### config.mk
export PLATFORM = sky130hd
export DESIGN_NAME = mips_run_ctrl
export DESIGN_NICKNAME = d
export VERILOG_FILES = /design/src/rtl/mips_run_ctrl.sv
export SDC_FILE = /design/constraint.sdc
export NUM_CORES = 1
export LEC_CHECK = 0
export CORE_ASPECT_RATIO = 1.75
export CORE_MARGIN = 2
export CORE_UTILIZATION = 47
export CTS_CLUSTER_DIAMETER = 50
export DETAILED_ROUTE_END_ITERATION = 10
export GPL_TIMING_DRIVEN = 0
export PLACE_DENSITY_LB_ADDON = 0.15
export REMOVE_ABC_BUFFERS = 1
export SLEW_MARGIN = 0
export SYNTH_ARGS = -nofsm -noshare
export SYNTH_HDL_FRONTEND = slang
export SYNTH_SLANG_ARGS = --single-unit
### constraint.sdc
create_clock -name clk -period 3.56 [get_ports clk]
set_input_delay 0.356 -clock clk [delete_from_list [all_inputs] [get_ports clk]]
set_output_delay 0.356 -clock clk [all_outputs]
set_load 0.01 [all_outputs]
### src/rtl/mips_run_ctrl.sv
// mips_run_ctrl: sequences a small MIPS core through program load,
// a processor-reset hold, a bounded run and a frozen done state.
//
// Load handshake: a beat transfers on a rising clk edge when load_valid and
// load_ready are both high. load_ready is high only in LOAD and does not
// depend on load_valid. load_data/load_last are sampled with the beat.
// The memory write strobe is the transfer condition itself.
module mips_run_ctrl #(
  parameter int DATA_W     = 32,
  parameter int ADDR_W     = 8,
  parameter int CNT_W      = 16,
  parameter int RST_CYCLES = 1
) (
  input  logic              clk,
  input  logic              rst,
  input  logic              start,
  input  logic              skip_load,
  input  logic [CNT_W-1:0]  run_cycles,
  input  logic              load_valid,
  input  logic [DATA_W-1:0] load_data,
  input  logic              load_last,
  output logic              load_ready,
  input  logic              halt_in,
  output logic              mem_we,
  output logic [ADDR_W-1:0] mem_addr,
  output logic [DATA_W-1:0] mem_wdata,
  output logic              cpu_rst,
  output logic              busy,
  output logic              done,
  output logic              timeout,
  output logic [CNT_W-1:0]  cycle_count,
  output logic [ADDR_W:0]   words_loaded
);

  localparam int RC_W = (RST_CYCLES > 1) ? $clog2(RST_CYCLES) : 1;

  typedef enum logic [2:0] {
    S_IDLE   = 3'd0,
    S_LOAD   = 3'd1,
    S_CPURST = 3'd2,
    S_RUN    = 3'd3,
    S_DONE   = 3'd4
  } state_e;

  state_e            state_q;
  logic [ADDR_W-1:0] ptr_q;
  logic [ADDR_W:0]   words_q;
  logic [CNT_W-1:0]  cnt_q;
  logic [CNT_W-1:0]  limit_q;
  logic [RC_W-1:0]   rcnt_q;
  logic              done_q;
  logic              timeout_q;

  logic              accept;
  logic              ptr_full;
  logic [CNT_W-1:0]  cnt_d;

  // Beat acceptance, memory-full detect and saturating run-cycle increment
  always_comb begin
    accept   = load_valid && (state_q == S_LOAD);
    ptr_full = &ptr_q;
    cnt_d    = (&cnt_q) ? cnt_q : cnt_q + 1'b1;
  end

  // Output decode: everything except RUN keeps the processor in reset
  always_comb begin
    load_ready   = (state_q == S_LOAD);
    busy         = (state_q == S_LOAD) || (state_q == S_CPURST) || (state_q == S_RUN);
    cpu_rst      = (state_q != S_RUN);
    mem_we       = accept;
    mem_addr     = ptr_q;
    mem_wdata    = load_data;
    done         = done_q;
    timeout      = timeout_q;
    cycle_count  = cnt_q;
    words_loaded = words_q;
  end

  // Run-control FSM with its counters and registered status flags
  always_ff @(posedge clk or negedge rst) begin
    if (!rst) begin
      state_q   <= S_IDLE;
      ptr_q     <= '0;
      words_q   <= '0;
      cnt_q     <= '0;
      limit_q   <= '0;
      rcnt_q    <= '0;
      done_q    <= 1'b0;
      timeout_q <= 1'b0;
    end else begin
      case (state_q)
        // DONE relaunches exactly like IDLE; start is only seen here
        S_IDLE, S_DONE: begin
          if (start) begin
            ptr_q     <= '0;
            words_q   <= '0;
            cnt_q     <= '0;
            limit_q   <= run_cycles;
            rcnt_q    <= '0;
            done_q    <= 1'b0;
            timeout_q <= 1'b0;
            state_q   <= skip_load ? S_CPURST : S_LOAD;
          end
        end
        // The pointer parks at the last address instead of wrapping
        S_LOAD: begin
          if (accept) begin
            words_q <= words_q + 1'b1;
            if (!ptr_full) begin
              ptr_q <= ptr_q + 1'b1;
            end
            if (load_last || ptr_full) begin
              state_q <= S_CPURST;
            end
          end
        end
        S_CPURST: begin
          if (rcnt_q == RC_W'(RST_CYCLES - 1)) begin
            state_q <= S_RUN;
          end else begin
            rcnt_q <= rcnt_q + 1'b1;
          end
        end
        // Halt is checked first so it wins over a simultaneous limit hit
        S_RUN: begin
          cnt_q <= cnt_d;
          if (halt_in) begin
            state_q   <= S_DONE;
            done_q    <= 1'b1;
            timeout_q <= 1'b0;
          end else if ((limit_q != '0) && (cnt_d == limit_q)) begin
            state_q   <= S_DONE;
            done_q    <= 1'b1;
            timeout_q <= 1'b1;
          end
        end
        default: begin
          state_q <= S_IDLE;
        end
      endcase
    end
  end

endmodule

**Word-level counts from Yosys, hierarchy flattened**

Index checks and enable logic that the tools add are counted.

- $add $sub $neg: 4
- Multiply operators: 0
- Div/mod/pow operators: 0
- Order comparisons: 0
- Equality and inequality tests: 12
- Shift-type cells: 0
- Mux-type cells: 26
- Bitwise logic cells: 0
- Reductions and logical operators: 20

Operators with widths:

| cell | number |
|---|---|
| 16-bit two-way mux | 2 |
| 16-bit one-hot mux with 2 select lines | 1 |
| 8-bit two-way mux | 3 |
| 3-bit two-way mux | 6 |
| 9-bit two-way mux | 2 |
| 9-bit one-hot mux with 2 select lines | 1 |
| 16-bit by 1-bit adder with 16-bit output (second input constant) | 1 |
| 16-bit == test | 1 |
| 8-bit one-hot mux with 2 select lines | 1 |
| 16-bit AND reduction | 1 |
| 16-bit nonzero test | 1 |
| 3-bit one-hot mux with 4 select lines | 1 |
| 9-bit by 1-bit adder with 9-bit output (second input constant) | 1 |
| 8-bit by 1-bit adder with 8-bit output (second input constant) | 1 |
| 8-bit AND reduction | 1 |
| 3-bit by 2-bit == test with 1-bit output (second input constant) | 2 |
| 2-bit != test (second input constant) | 3 |
| 3-bit by 2-bit != test with 1-bit output (second input constant) | 2 |
| 1-bit one-hot mux with 2 select lines | 3 |
| 2-bit AND reduction | 3 |
| 3-bit AND reduction | 2 |
| 2-bit nonzero test | 3 |
| 1-bit two-way mux | 5 |
| 5-bit AND reduction | 1 |
| other kinds (10) | 14 |

- Bits in registers: 55
- Latch bits: 0
- RAM bits: 0
- Bits in read-only memories: 0
- Input bits: 55
- Output and inout port bits: 71
- Word-level logic and storage cells: 70
- Memories: 0

**Longest topological paths before layout**

- Depth in word-level cells: 7
- Mapped depth: 9
- Gate-level depth less buffers: 8

**Worst setup path after synthesis**

Ideal clock, no wire load.

- Path type: reg2reg
- From: register cnt_q[0] (netlist: cycle_count[0])
- To: register state_q[0]
- Library setup time: 0.137 ns
- Arrival time: 2.593 ns
- Data required time: 3.423 ns
- Path slack: 0.830 ns
- Stages on the path, launching flop included: 9
- Buffers on the path: 0
- Period minus slack after synthesis: 2.730 ns
- Path through: dfrtp_1 > ha_1 > nand3_2 > nor4_1 > mux2_2 > a2111oi_0 > nand4_1 > and4b_1 > o31ai_1

- Longest elaborated chain between the ends: 6
- Elaborated cells on any way between the ends: 7
- Classes of those cells: add/sub (1); eq/ne (2); mux (1); reduce/logical (3)

Ends and longest elaborated chain:

| element | RTL line | source |
|---|---|---|
| start, declared | 48 | `logic [CNT_W-1:0] cnt_q;` |
| start signal, assigned | 126 | `cnt_q <= cnt_d;` |
| 16-bit by 1-bit adder with 16-bit output / 16-bit AND reduction (equally long branches) | 62 | `cnt_d = (&cnt_q) ? cnt_q : cnt_q + 1'b1;` |
| 16-bit two-way mux (*) | 62 |  |
| 16-bit == test (*) | 131 | `end else if ((limit_q != '0) && (cnt_d == limit_q)) begin` |
| 1-bit logical AND (*) | 131 |  |
| 3-bit by 2-bit != test with 1-bit output (no source line) (*) | - |  |
| 5-bit AND reduction (no source line) (*) | - |  |
| end signal, assigned | 102 | `state_q <= skip_load ? S_CPURST : S_LOAD;` |
| end, declared | 45 | `state_e state_q;` |

Mark *: on every way between the ends. The rest lies on a longest branch, timed or not.
A chain may end at the register's enable or synchronous reset.

**Worst setup path after layout**

- From: register state_q[0]
- To: output cpu_rst

- Longest elaborated chain between the ends: 1

Ends and longest elaborated chain:

| element | RTL line | source |
|---|---|---|
| 3-bit by 2-bit != test with 1-bit output | 69 | `cpu_rst = (state_q != S_RUN);` |
| end, declared | 27 | `output logic cpu_rst,` |

Every way passes these cells.

==> out/summary.txt <==
Status -> finished, final reports clean
Largest net degree at the start of global routing -> 29
# setup viols final -> 0
CTS Buf Count -> 5
Slew Viols, Final -> 0
Layout Nets -> 518
Routed vias/inst -> 6.03
R2R Setup Slk -> 0.36 ns
Internal power -> 1590 uW
Leak -> 0.00180 uW
Area of the multi-input gates -> 2020 sq um
Row count -> 43
Area contributors post-synth -> dfrtp_1, nand2_1, buf_4, xor2_1, nor2_1
Die Area -> 8850 sq um
Kind of critical path -> flip-flop to output pin
DR WL/cell -> 18.8 um
Global route overflow -> 0
Clk buf depth -> 2
Crit path max-delay cell type -> and2_1
Placed Area -> 4170 sq um
HP Class -> input port to asynchronous set/reset pin
Io pins -> 126
Tcrit/Tclk final -> 91.2%
Post-synthesis sequential area ratio -> 35.5%
Post-route core utilization -> 54.5%
Clock power share -> 18.0%
Reg area -> 1350 sq um
Ys async rst share -> 100%
ANT cells -> 0
Commonest non-fill, non-tap cell in the layout -> nand2_1
Achievable Freq -> 308 MHz
Placed insts -> 543
DP Worst Slack -> 0.394 ns
Synth warn -> 0
CP Buf/Inv Count -> 2
Yosys cell types -> 63
TritonRoute pass-1 iters -> 4
RSZ-0062 raised after global routing -> no
RR Startpoint -> cycle_count[0]$_DFFE_PN0P_
Comb pwr share -> 44.4%
Post-route insts no fill -> 551
Max-cap violations -> 0
Critical Path Start Type -> flip-flop
Setup ws final -> 0.313 ns
Flop pwr share -> 37.6%
Clock Pin Slew Worst Setup and Hold Paths -> 0.07 ns
Critical path's top delay family -> buffers and inverters
Sw Share -> 41.4%
Die Height -> 123 um
Die width -> 72.0 um
Synth Register Bits -> 54
Clk_skew -> 0.00904 ns
Min Tclk post-route -> 3.25 ns
Worst Max-Slew Pin Slew -> 0.771 ns
Port bufs -> 61
Vias in the first global route -> 3270
Setup Fix Bufs, Post-CTS -> 0
Clock sink total -> 54
Fillers -> 762
Starting density of the core -> 48.1%
Setup TNS -> 0 ns
Crit-path max cell delay -> 0.65 ns
Largest vdd supply drop -> 0.448 mV
GRT Overall Usage -> 24.5%
Most frequent cells in the layout -> nand2_1, clkdlybuf4s50_1, dfrtp_1
Clock Latency Late Sink -> 0.30 ns
R2r endpoint -> state_q[0]$_DFFE_PN0P_
P&R area growth vs syn -> 13.4%
Switching power total -> 1120 uW
First-pass GRT wire length -> 16.6 mm
Vias post-DR -> 3325
Final Cell Area -> 4310 sq um
WP data arrival -> 2.89 ns
Post-synth top area share -> 35.5%
Cell Area, Synth -> 3800 sq um
# hold bufs at CTS -> 0
Worst r2r path cells -> 8
Initial drt markers -> 220
Worst path cell trace -> nor2b_1 -> and2_1 -> clkinvlp_4 -> clkdlybuf4s50_1
Layout cells sized above 1 -> 7.16%
Synth area leader -> dfrtp_1
EDFF count, synth -> 0
Core Box Area -> 7910 sq um
Worst Setup End Kind -> output pin
Mapped Cells -> 445
H-tree depth -> 2
Cts repair resizes -> 0
Final ANT Viol Nets -> 0
Synth Flop Type -> dfrtp_1
Hpwl dp -> 7.80 mm
Critical path required time -> 3.20 ns
Antenna violations before repair -> 0
Largest fanout on the critical path -> 18
Fin. Hold Viols -> 0
Post-route DRC -> 0
CTS tree -> yes
Total routed wirelength -> 10.4 mm
P per Cell Area -> 627 nW/um^2
Syn Area/Cell -> 8.54 sq um
Clock root buffer -> clkbuf_16
Rel. slew slack -> 48.4%
RePlAce Congestion -> 0.920
[final cells by class]
type / instances / share of cell area [%]
well taps: 90 / 2.61
multi-input cells: 326 / 46.8
clock buffers: 6 / 2.99
flip-flops and latches: 54 / 31.3
inverters: 8 / 0.783
clock inverters: 2 / 0.319
repair buffers: 65 / 15.2
[per-stage QoR]
| stage | hold WS (ns) | total power (uW) |
|---|---|---|
| 4_1_cts | 0.112 | 2720 |
| 6_report | 0.0838 | 2700 |
| 3_5_place_dp | 0.425 | 2230 |
| 2_1_floorplan | 0.0604 | 1740 |
| 3_3_place_gp | 0.506 | 2190 |
| 5_1_grt | 0.140 | 2910 |
[routing by layer]
metal,wire length (um),vias up,track usage (%)
li1,-,1577,-
met1,4160,1600,29.3
met2,5080,127,38.9
met3,736,21,7.99
met4,383,0,12.0
met5,0,-,3.09
[cells in the mapped netlist (3+ instances only)]
cell and instances:
ha_1 3, nor2b_1 6, nor3_1 5, and3_1 7
buf_2 4, nand4_1 13, nand2_1 81, mux2_2 4
mux2i_1 6, o21ai_0 22, nor4_1 12, nor2_1 34
dfrtp_1 54, xnor2_1 11, buf_4 35, or3_1 4
clkbuf_1 11, a311oi_1 3, a211oi_1 8, xor2_1 16
clkbuf_8 5, nand3_1 10, and2_1 6, a21oi_1 20
o31ai_1 6, inv_1 7, o21a_1 3
[worst max path at each step]
stage	cells after the start	from	end	slack, ns
final	4	state_q[0]$_DFFE_PN0P_	cpu_rst	0.31
after floorplan	4	state_q[1]$_DFFE_PN0P_	cycle_count[0]$_DFFE_PN0P_	0.02
after detailed placement	8	cycle_count[0]$_DFFE_PN0P_	state_q[0]$_DFFE_PN0P_	0.39
after CTS	4	state_q[0]$_DFFE_PN0P_	cpu_rst	0.19
after global routing	8	cycle_count[0]$_DFFE_PN0P_	state_q[0]$_DFFE_PN0P_	0.06
after global placement	6	start	cycle_count[0]$_DFFE_PN0P_	-2.64
[flip-flops by register name, summed over array words and instances (netlist names)]
name,count
cycle_count,16
done,1
limit_q,16
mem_addr,8
state_q,3
timeout,1
words_loaded,9
[power by group through the flow]
stage	registers, uW	logic [uW]	clock network [uW]
final	1020	1200	486
after detailed placement	1020	1200	0
after floorplan	986	753	0
after CTS	1020	1210	497
after global placement	1020	1170	0
after global routing	1050	1340	518
[kinds of logic after synthesis]
| logic type | Yosys count | synth area share [%] |
|---|---|---|
| xor+xnor | 27 | 6.22 |
| mux | 10 | 2.76 |
| compound gates | 87 | 15.8 |
| fa+ha+maj | 3 | 0.987 |
| flops | 54 | 35.5 |
| simple gates | 199 | 27.2 |
| buf+inv | 65 | 11.5 |
[worst reg2reg max path, delay by kind of cell (launching register included)]
family | cells | cell delay [ns]
AO/OA/AOI/OAI | 2 | 0.46
flip-flops | 1 | 0.49
adder cells (fa/ha/maj) | 1 | 0.34
AND/OR/NAND/NOR | 4 | 1.37
multiplexers | 1 | 0.42
(Power assumes the default switching activity.)
